==> config.mk <==
export PLATFORM = sky130hd
export DESIGN_NAME = shared_ram_ctrl
export DESIGN_NICKNAME = d
export VERILOG_FILES = /design/src/rtl/shared_mem_pkg.sv /design/src/rtl/rr_arbiter2.sv /design/src/rtl/shared_ram_ctrl.sv
export SDC_FILE = /design/constraint.sdc
export NUM_CORES = 1
export LEC_CHECK = 0
export CAP_MARGIN = 0
export CORE_MARGIN = 2
export CORE_UTILIZATION = 38
export CTS_CLUSTER_DIAMETER = 120
export DETAILED_ROUTE_END_ITERATION = 7
export GPL_TIMING_DRIVEN = 1
export MAX_ROUTING_LAYER = met4
export PLACE_DENSITY = 0.79
export SLEW_MARGIN = 20
export SYNTH_ARGS = -nofsm -noshare
export SYNTH_HDL_FRONTEND = slang
export SYNTH_HIERARCHICAL = 1
export SYNTH_SLANG_ARGS = --single-unit
export TNS_END_PERCENT = 5
==> constraint.sdc <==
create_clock -name clk -period 1.6 [get_ports clk]
set_input_delay 0.16 -clock clk [delete_from_list [all_inputs] [get_ports clk]]
set_output_delay 0.16 -clock clk [all_outputs]
set_load 0.02 [all_outputs]
==> src/rtl/shared_mem_pkg.sv <==
// rtl/shared_mem_pkg.sv - shared types and constants for the two-client shared RAM controller
package shared_mem_pkg;

  localparam int NUM_CLIENTS = 2;
  localparam int RD_LATENCY  = 2;

  typedef logic [$clog2(NUM_CLIENTS)-1:0] client_id_t;

  typedef enum logic {
    ST_CLEAR = 1'b0,
    ST_RUN   = 1'b1
  } ctrl_state_e;

endpackage

==> src/rtl/rr_arbiter2.sv <==
// rtl/rr_arbiter2.sv - two-way round-robin arbiter; the pointer remembers the last granted client
module rr_arbiter2
  import shared_mem_pkg::*;
(
  input  logic                   clk,
  input  logic                   rst,
  input  logic                   en_i,
  input  logic [NUM_CLIENTS-1:0] req_i,
  output logic [NUM_CLIENTS-1:0] gnt_o,
  output client_id_t             gnt_id_o
);

  client_id_t last_q, last_d;

  always_comb begin
    gnt_id_o = '0;
    case (req_i)
      2'b01:   gnt_id_o = 1'b0;
      2'b10:   gnt_id_o = 1'b1;
      2'b11:   gnt_id_o = ~last_q;
      default: gnt_id_o = 1'b0;
    endcase
    gnt_o  = {gnt_id_o, ~gnt_id_o} & {NUM_CLIENTS{en_i & (|req_i)}};
    last_d = (en_i && (|req_i)) ? gnt_id_o : last_q;
  end

  // Reset value 1 makes client 0 win the first contended grant
  always_ff @(posedge clk or posedge rst) begin
    if (rst) begin
      last_q <= 1'b1;
    end else begin
      last_q <= last_d;
    end
  end

endmodule

==> src/rtl/shared_ram_ctrl.sv <==
// rtl/shared_ram_ctrl.sv - two-client shared RAM controller with arbitrated write/read ports
// Optional memory clear FSM enabled by macro CLEAR_ON_RESET_EN.
module shared_ram_ctrl
  import shared_mem_pkg::*;
#(
  parameter int word_width    = 4,
  parameter int address_width = 3
) (
  input  logic                     clk,
  input  logic                     rst,
  input  logic                     c0_wr_req,
  input  logic [address_width-1:0] c0_wr_address,
  input  logic [word_width-1:0]    c0_wr_data,
  output logic                     c0_wr_ack,
  input  logic                     c0_rd_req,
  input  logic [address_width-1:0] c0_rd_address,
  output logic                     c0_rd_ack,
  output logic                     c0_rd_valid,
  output logic [word_width-1:0]    c0_rd_data,
  input  logic                     c1_wr_req,
  input  logic [address_width-1:0] c1_wr_address,
  input  logic [word_width-1:0]    c1_wr_data,
  output logic                     c1_wr_ack,
  input  logic                     c1_rd_req,
  input  logic [address_width-1:0] c1_rd_address,
  output logic                     c1_rd_ack,
  output logic                     c1_rd_valid,
  output logic [word_width-1:0]    c1_rd_data,
  input  logic                     clear,
  output logic                     busy,
  output logic                     ram_wr_en,
  output logic [address_width-1:0] ram_wr_address,
  output logic [word_width-1:0]    ram_wr_data,
  output logic [address_width-1:0] ram_rd_address,
  input  logic [word_width-1:0]    ram_rd_data
);

  logic [NUM_CLIENTS-1:0]   wr_gnt, rd_gnt;
  client_id_t               wr_id, rd_id;
  logic                     arb_en;
  logic                     clr_we;
  logic [address_width-1:0] clr_addr;

  assign arb_en = ~busy & ~rst;

  rr_arbiter2 u_wr_arb (
    .clk      (clk),
    .rst      (rst),
    .en_i     (arb_en),
    .req_i    ({c1_wr_req, c0_wr_req}),
    .gnt_o    (wr_gnt),
    .gnt_id_o (wr_id)
  );

  rr_arbiter2 u_rd_arb (
    .clk      (clk),
    .rst      (rst),
    .en_i     (arb_en),
    .req_i    ({c1_rd_req, c0_rd_req}),
    .gnt_o    (rd_gnt),
    .gnt_id_o (rd_id)
  );

  assign c0_wr_ack = wr_gnt[0];
  assign c1_wr_ack = wr_gnt[1];
  assign c0_rd_ack = rd_gnt[0];
  assign c1_rd_ack = rd_gnt[1];

`ifdef CLEAR_ON_RESET_EN
  ctrl_state_e              state_q, state_d;
  logic [address_width-1:0] clr_addr_q, clr_addr_d;

  always_ff @(posedge clk or posedge rst) begin
    if (rst) begin
      state_q    <= ST_CLEAR;
      clr_addr_q <= '0;
    end else begin
      state_q    <= state_d;
      clr_addr_q <= clr_addr_d;
    end
  end

  // Counter parks on the last address; clear requests inside CLEAR are dropped
  always_comb begin
    state_d    = state_q;
    clr_addr_d = clr_addr_q;
    case (state_q)
      ST_CLEAR: begin
        if (clr_addr_q == {address_width{1'b1}}) begin
          state_d = ST_RUN;
        end else begin
          clr_addr_d = clr_addr_q + 1'b1;
        end
      end
      ST_RUN: begin
        if (clear) begin
          state_d    = ST_CLEAR;
          clr_addr_d = '0;
        end
      end
      default: state_d = ST_RUN;
    endcase
  end

  always_comb begin
    clr_we   = (state_q == ST_CLEAR);
    clr_addr = clr_addr_q;
    busy     = (state_q == ST_CLEAR);
  end
`else
  logic unused_clear;
  assign unused_clear = clear;
  assign clr_we       = 1'b0;
  assign clr_addr     = '0;
  assign busy         = 1'b0;
`endif

  logic                     ram_wr_en_q, ram_wr_en_d;
  logic [address_width-1:0] ram_wr_address_q, ram_wr_address_d;
  logic [word_width-1:0]    ram_wr_data_q, ram_wr_data_d;
  logic [address_width-1:0] ram_rd_address_q, ram_rd_address_d;
  logic                     rd_s1_vld_q;
  client_id_t               rd_s1_id_q;
  logic [NUM_CLIENTS-1:0]   rd_valid_q, rd_valid_d;
  logic [word_width-1:0]    c0_rd_data_q, c1_rd_data_q;

  always_comb begin
    ram_wr_en_d      = 1'b0;
    ram_wr_address_d = '0;
    ram_wr_data_d    = '0;
    if (clr_we) begin
      ram_wr_en_d      = 1'b1;
      ram_wr_address_d = clr_addr;
    end else if (|wr_gnt) begin
      ram_wr_en_d      = 1'b1;
      ram_wr_address_d = (wr_id == 1'b1) ? c1_wr_address : c0_wr_address;
      ram_wr_data_d    = (wr_id == 1'b1) ? c1_wr_data : c0_wr_data;
    end
  end

  // Stage 1 carries the client tag alongside the RAM address; stage 2 steers the returned word
  always_comb begin
    ram_rd_address_d = ram_rd_address_q;
    if (|rd_gnt) begin
      ram_rd_address_d = (rd_id == 1'b1) ? c1_rd_address : c0_rd_address;
    end
    rd_valid_d = '0;
    if (rd_s1_vld_q) begin
      rd_valid_d[rd_s1_id_q] = 1'b1;
    end
  end

  always_ff @(posedge clk or posedge rst) begin
    if (rst) begin
      ram_wr_en_q      <= 1'b0;
      ram_wr_address_q <= '0;
      ram_wr_data_q    <= '0;
      ram_rd_address_q <= '0;
      rd_s1_vld_q      <= 1'b0;
      rd_s1_id_q       <= '0;
      rd_valid_q       <= '0;
      c0_rd_data_q     <= '0;
      c1_rd_data_q     <= '0;
    end else begin
      ram_wr_en_q      <= ram_wr_en_d;
      ram_wr_address_q <= ram_wr_address_d;
      ram_wr_data_q    <= ram_wr_data_d;
      ram_rd_address_q <= ram_rd_address_d;
      rd_s1_vld_q      <= |rd_gnt;
      rd_s1_id_q       <= rd_id;
      rd_valid_q       <= rd_valid_d;
      if (rd_valid_d[0]) c0_rd_data_q <= ram_rd_data;
      if (rd_valid_d[1]) c1_rd_data_q <= ram_rd_data;
    end
  end

  assign ram_wr_en      = ram_wr_en_q;
  assign ram_wr_address = ram_wr_address_q;
  assign ram_wr_data    = ram_wr_data_q;
  assign ram_rd_address = ram_rd_address_q;
  assign c0_rd_valid    = rd_valid_q[0];
  assign c1_rd_valid    = rd_valid_q[1];
  assign c0_rd_data     = c0_rd_data_q;
  assign c1_rd_data     = c1_rd_data_q;

endmodule

==> flow_metrics.tcl <==
set metrics [dict create \
    timing.hold.worst.class "input pin to asynchronous set/reset pin" \
    postSynthAreaPerCell_um2 12.8 \
    post-route-drc-count 0 \
    outcome "finished, final reports clean" \
    clock-sinks 25 \
    setup_viol 0 \
    peakVddDrop_mv 0.825 \
    critPathLaunchType "flip-flop" \
    first_pass_iters 4 \
    power_density_nw_per_um2 1040 \
    stdcell_count 180 \
    cts_tree "yes" \
    final_util_pct 63.3 \
    vias 850 \
    reg2regPathDepth 5 \
    fmax_ghz 0.682 \
    grt_pass1_wl_um 3880 \
    syn-num-nets 114 \
    drive_gt1_share_pct 22.1 \
    worst-path-max-fanout 4 \
    fin_crit_ns 1.47 \
    port_buffers 54 \
    grt_max_degree 19 \
    mostFrequentLayoutCell "clkdlybuf4s50_1" \
    rr_startpoint "u_rd_arb/last_q" \
    rsz0062_at_grt "false" \
    r2r_slack_ns 0.13 \
    cts.path.max_buffers 2 \
    cts_hold_buf 0 \
    hold_viol 0 \
    cp.arrival_ns 1.71 \
    die_height_um 56.8 \
    grt_use_total_pct 16.0 \
    p_leak_nw 0.822 \
    drt-initial-drc-count 14 \
    worstSkewPairLatency_ns 0.32 \
    io_pins 57 \
    die_w_um 56.8 \
    vias_per_cell 4.72 \
    drtAntennaViolNets 0 \
    critPathRequiredTime_ns 1.84 \
    rows 19 \
    clk_pin_slew_worst_paths_ns 0.13 \
    die_area_um2 3230 \
    seq_area_um2 628 \
    yosysSeqAreaShare_pct 59.2 \
    maxCapViolations 0 \
    cts_buffers 3 \
    diodes 0 \
    initial_core_util_pct 39.2 \
    critPathLaunch "u_rd_arb/last_q" \
    syn-cell-area_um2 1060 \
    fin_skew_ns 0.0109 \
    core-area_um2 2710 \
    fillCellCount 232 \
    multiInputGateArea_um2 390 \
    overflow 0 \
    yosysUniqueCellTypes 18 \
    routed_wl_um 2290 \
    critPathCaptureType "flip-flop" \
    slew_viol_final 0 \
    post-dp-hpwl_um 1880 \
    h-tree-depth 1 \
    first_global_vias 889 \
    gp_congestion 0.748 \
    antenna_found_initial 0 \
    fin_crit_sh_pct 91.7 \
    area_growth_pct 61.6 \
    ys_ff_latch 25 \
    yosysWarningCount 6 \
    netlist_instances 83 \
    crit_end "ram_rd_address[0]" \
    root_buffer "clkbuf_4" \
    wire_per_inst_um 12.7 \
    nNetsFinal 181 \
    dpl.cell_count 176 \
    r2r-end "ram_rd_address[0]" \
    critPathKind "flip-flop to flip-flop" \
    final_cell_mix "clkdlybuf4s50_1 (50), dfrtp_1 (23), mux2i_1 (10), buf_4 (10)" \
]
-- cell usage after synthesis --
cell type  count  area [um^2]
a21boi_2       2         22.5
conb_1         1         3.75
or2_1          1         6.26
dfrtp_1       23          576
buf_2          1         5.00
dfstp_2        2         52.6
inv_1          8         30.0
nand2_4        1         11.3
mux2i_1       10          100
nor2_1         8         30.0
mux2_4         8          120
nor3_1         3         15.0
a21oi_1        7         35.0
buf_4          1         7.51
a31oi_1        2         12.5
nand2_1        2         7.51
and2_1         2         12.5
nand2b_4       1         13.8
-- where the power goes --
part           total [W]  leakage (nW)  switching [W]  internal [W]
sequential      0.000820         0.304      0.0000668      0.000753
combinational   0.000685         0.501       0.000297      0.000389
clock           0.000270        0.0177       0.000176     0.0000936
total            0.00177         0.822       0.000539       0.00124
-- worst min path at each step --
stage | end | slack [ns] | depth (start not counted)
finish | ram_rd_address[0] | 0.27 | 3
global route | ram_rd_address[0] | 0.28 | 3
CTS | ram_rd_address[0] | 0.26 | 3
detailed placement | c0_rd_data[2] | 0.50 | 1
global placement | c0_rd_data[0] | 0.49 | 1
floorplan | u_rd_arb/last_q | 0.05 | 1
-- final cells by class --
cell class                      count  share of cell area, %
Multi-Input combinational cell     48                   22.8
Timing Repair Buffer               64                   34.7
Sequential cell                    25                   36.6
Inverter                            8                   1.97
Clock inverter                      1                  0.292
Tap cell                           31                   2.26
Clock buffer                        3                   1.31
-- routing by layer --
metal  global-route usage, %  vias to the layer above  wire length (um)  part of all wire [%]
met5                       -                        -                 0                     0
li1                        -                      404                 -                     -
met2                    29.6                       34              1210                    53
met4                    3.99                        0                24                   1.1
met3                    5.30                        4               166                   7.3
met1                    16.3                      408               883                    39
-- stage by stage --
step / setup WS (ns) / area, um^2 / power [W] / hold WS [ns] / setup TNS, ns
after CTS: 0.0106 / 1740 / 0.00181 / 0.263 / 0
after global placement: -0.158 / 1710 / 0.00151 / 0.495 / -0.688
after detailed placement: -0.194 / 1710 / 0.00153 / 0.498 / -0.894
final: 0.133 / 1710 / 0.00177 / 0.273 / 0
after global routing: 0.00181 / 1710 / 0.00188 / 0.284 / 0
after floorplan: 0.138 / 1060 / 0.00118 / 0.0497 / 0
-- state kept, by name, summed over array words and instances, names as in the netlist, 2 cells and up --
register and flops:
ram_wr_address 3, ram_wr_data 4, ram_rd_address 3, rd_valid_q 2
c0_rd_data 4, c1_rd_data 4
-- repair_timing --
item	4_1_cts	5_1_grt
pin swaps	0	0
gates resized for setup	11	4
gates cloned	0	0
setup buffers	0	0
setup endpoints to repair	4	4
-- logic make-up after synthesis --
kind of cell,count (synthesis),share of synthesized area [%]
compound gates,11,6.60
buf+inv,10,4.01
flops,25,59.2
mux,18,20.8
other cells,1,0.353
simple gates,18,9.08
-- worst max-delay path, stage by stage, from the launching register on --
cell      delay (ns)
dfstp_2         0.58
a21boi_2        0.06
and2_1          0.17
buf_4           0.14
or2_1           0.28
a21oi_1         0.16
(Power assumes the default switching activity.)
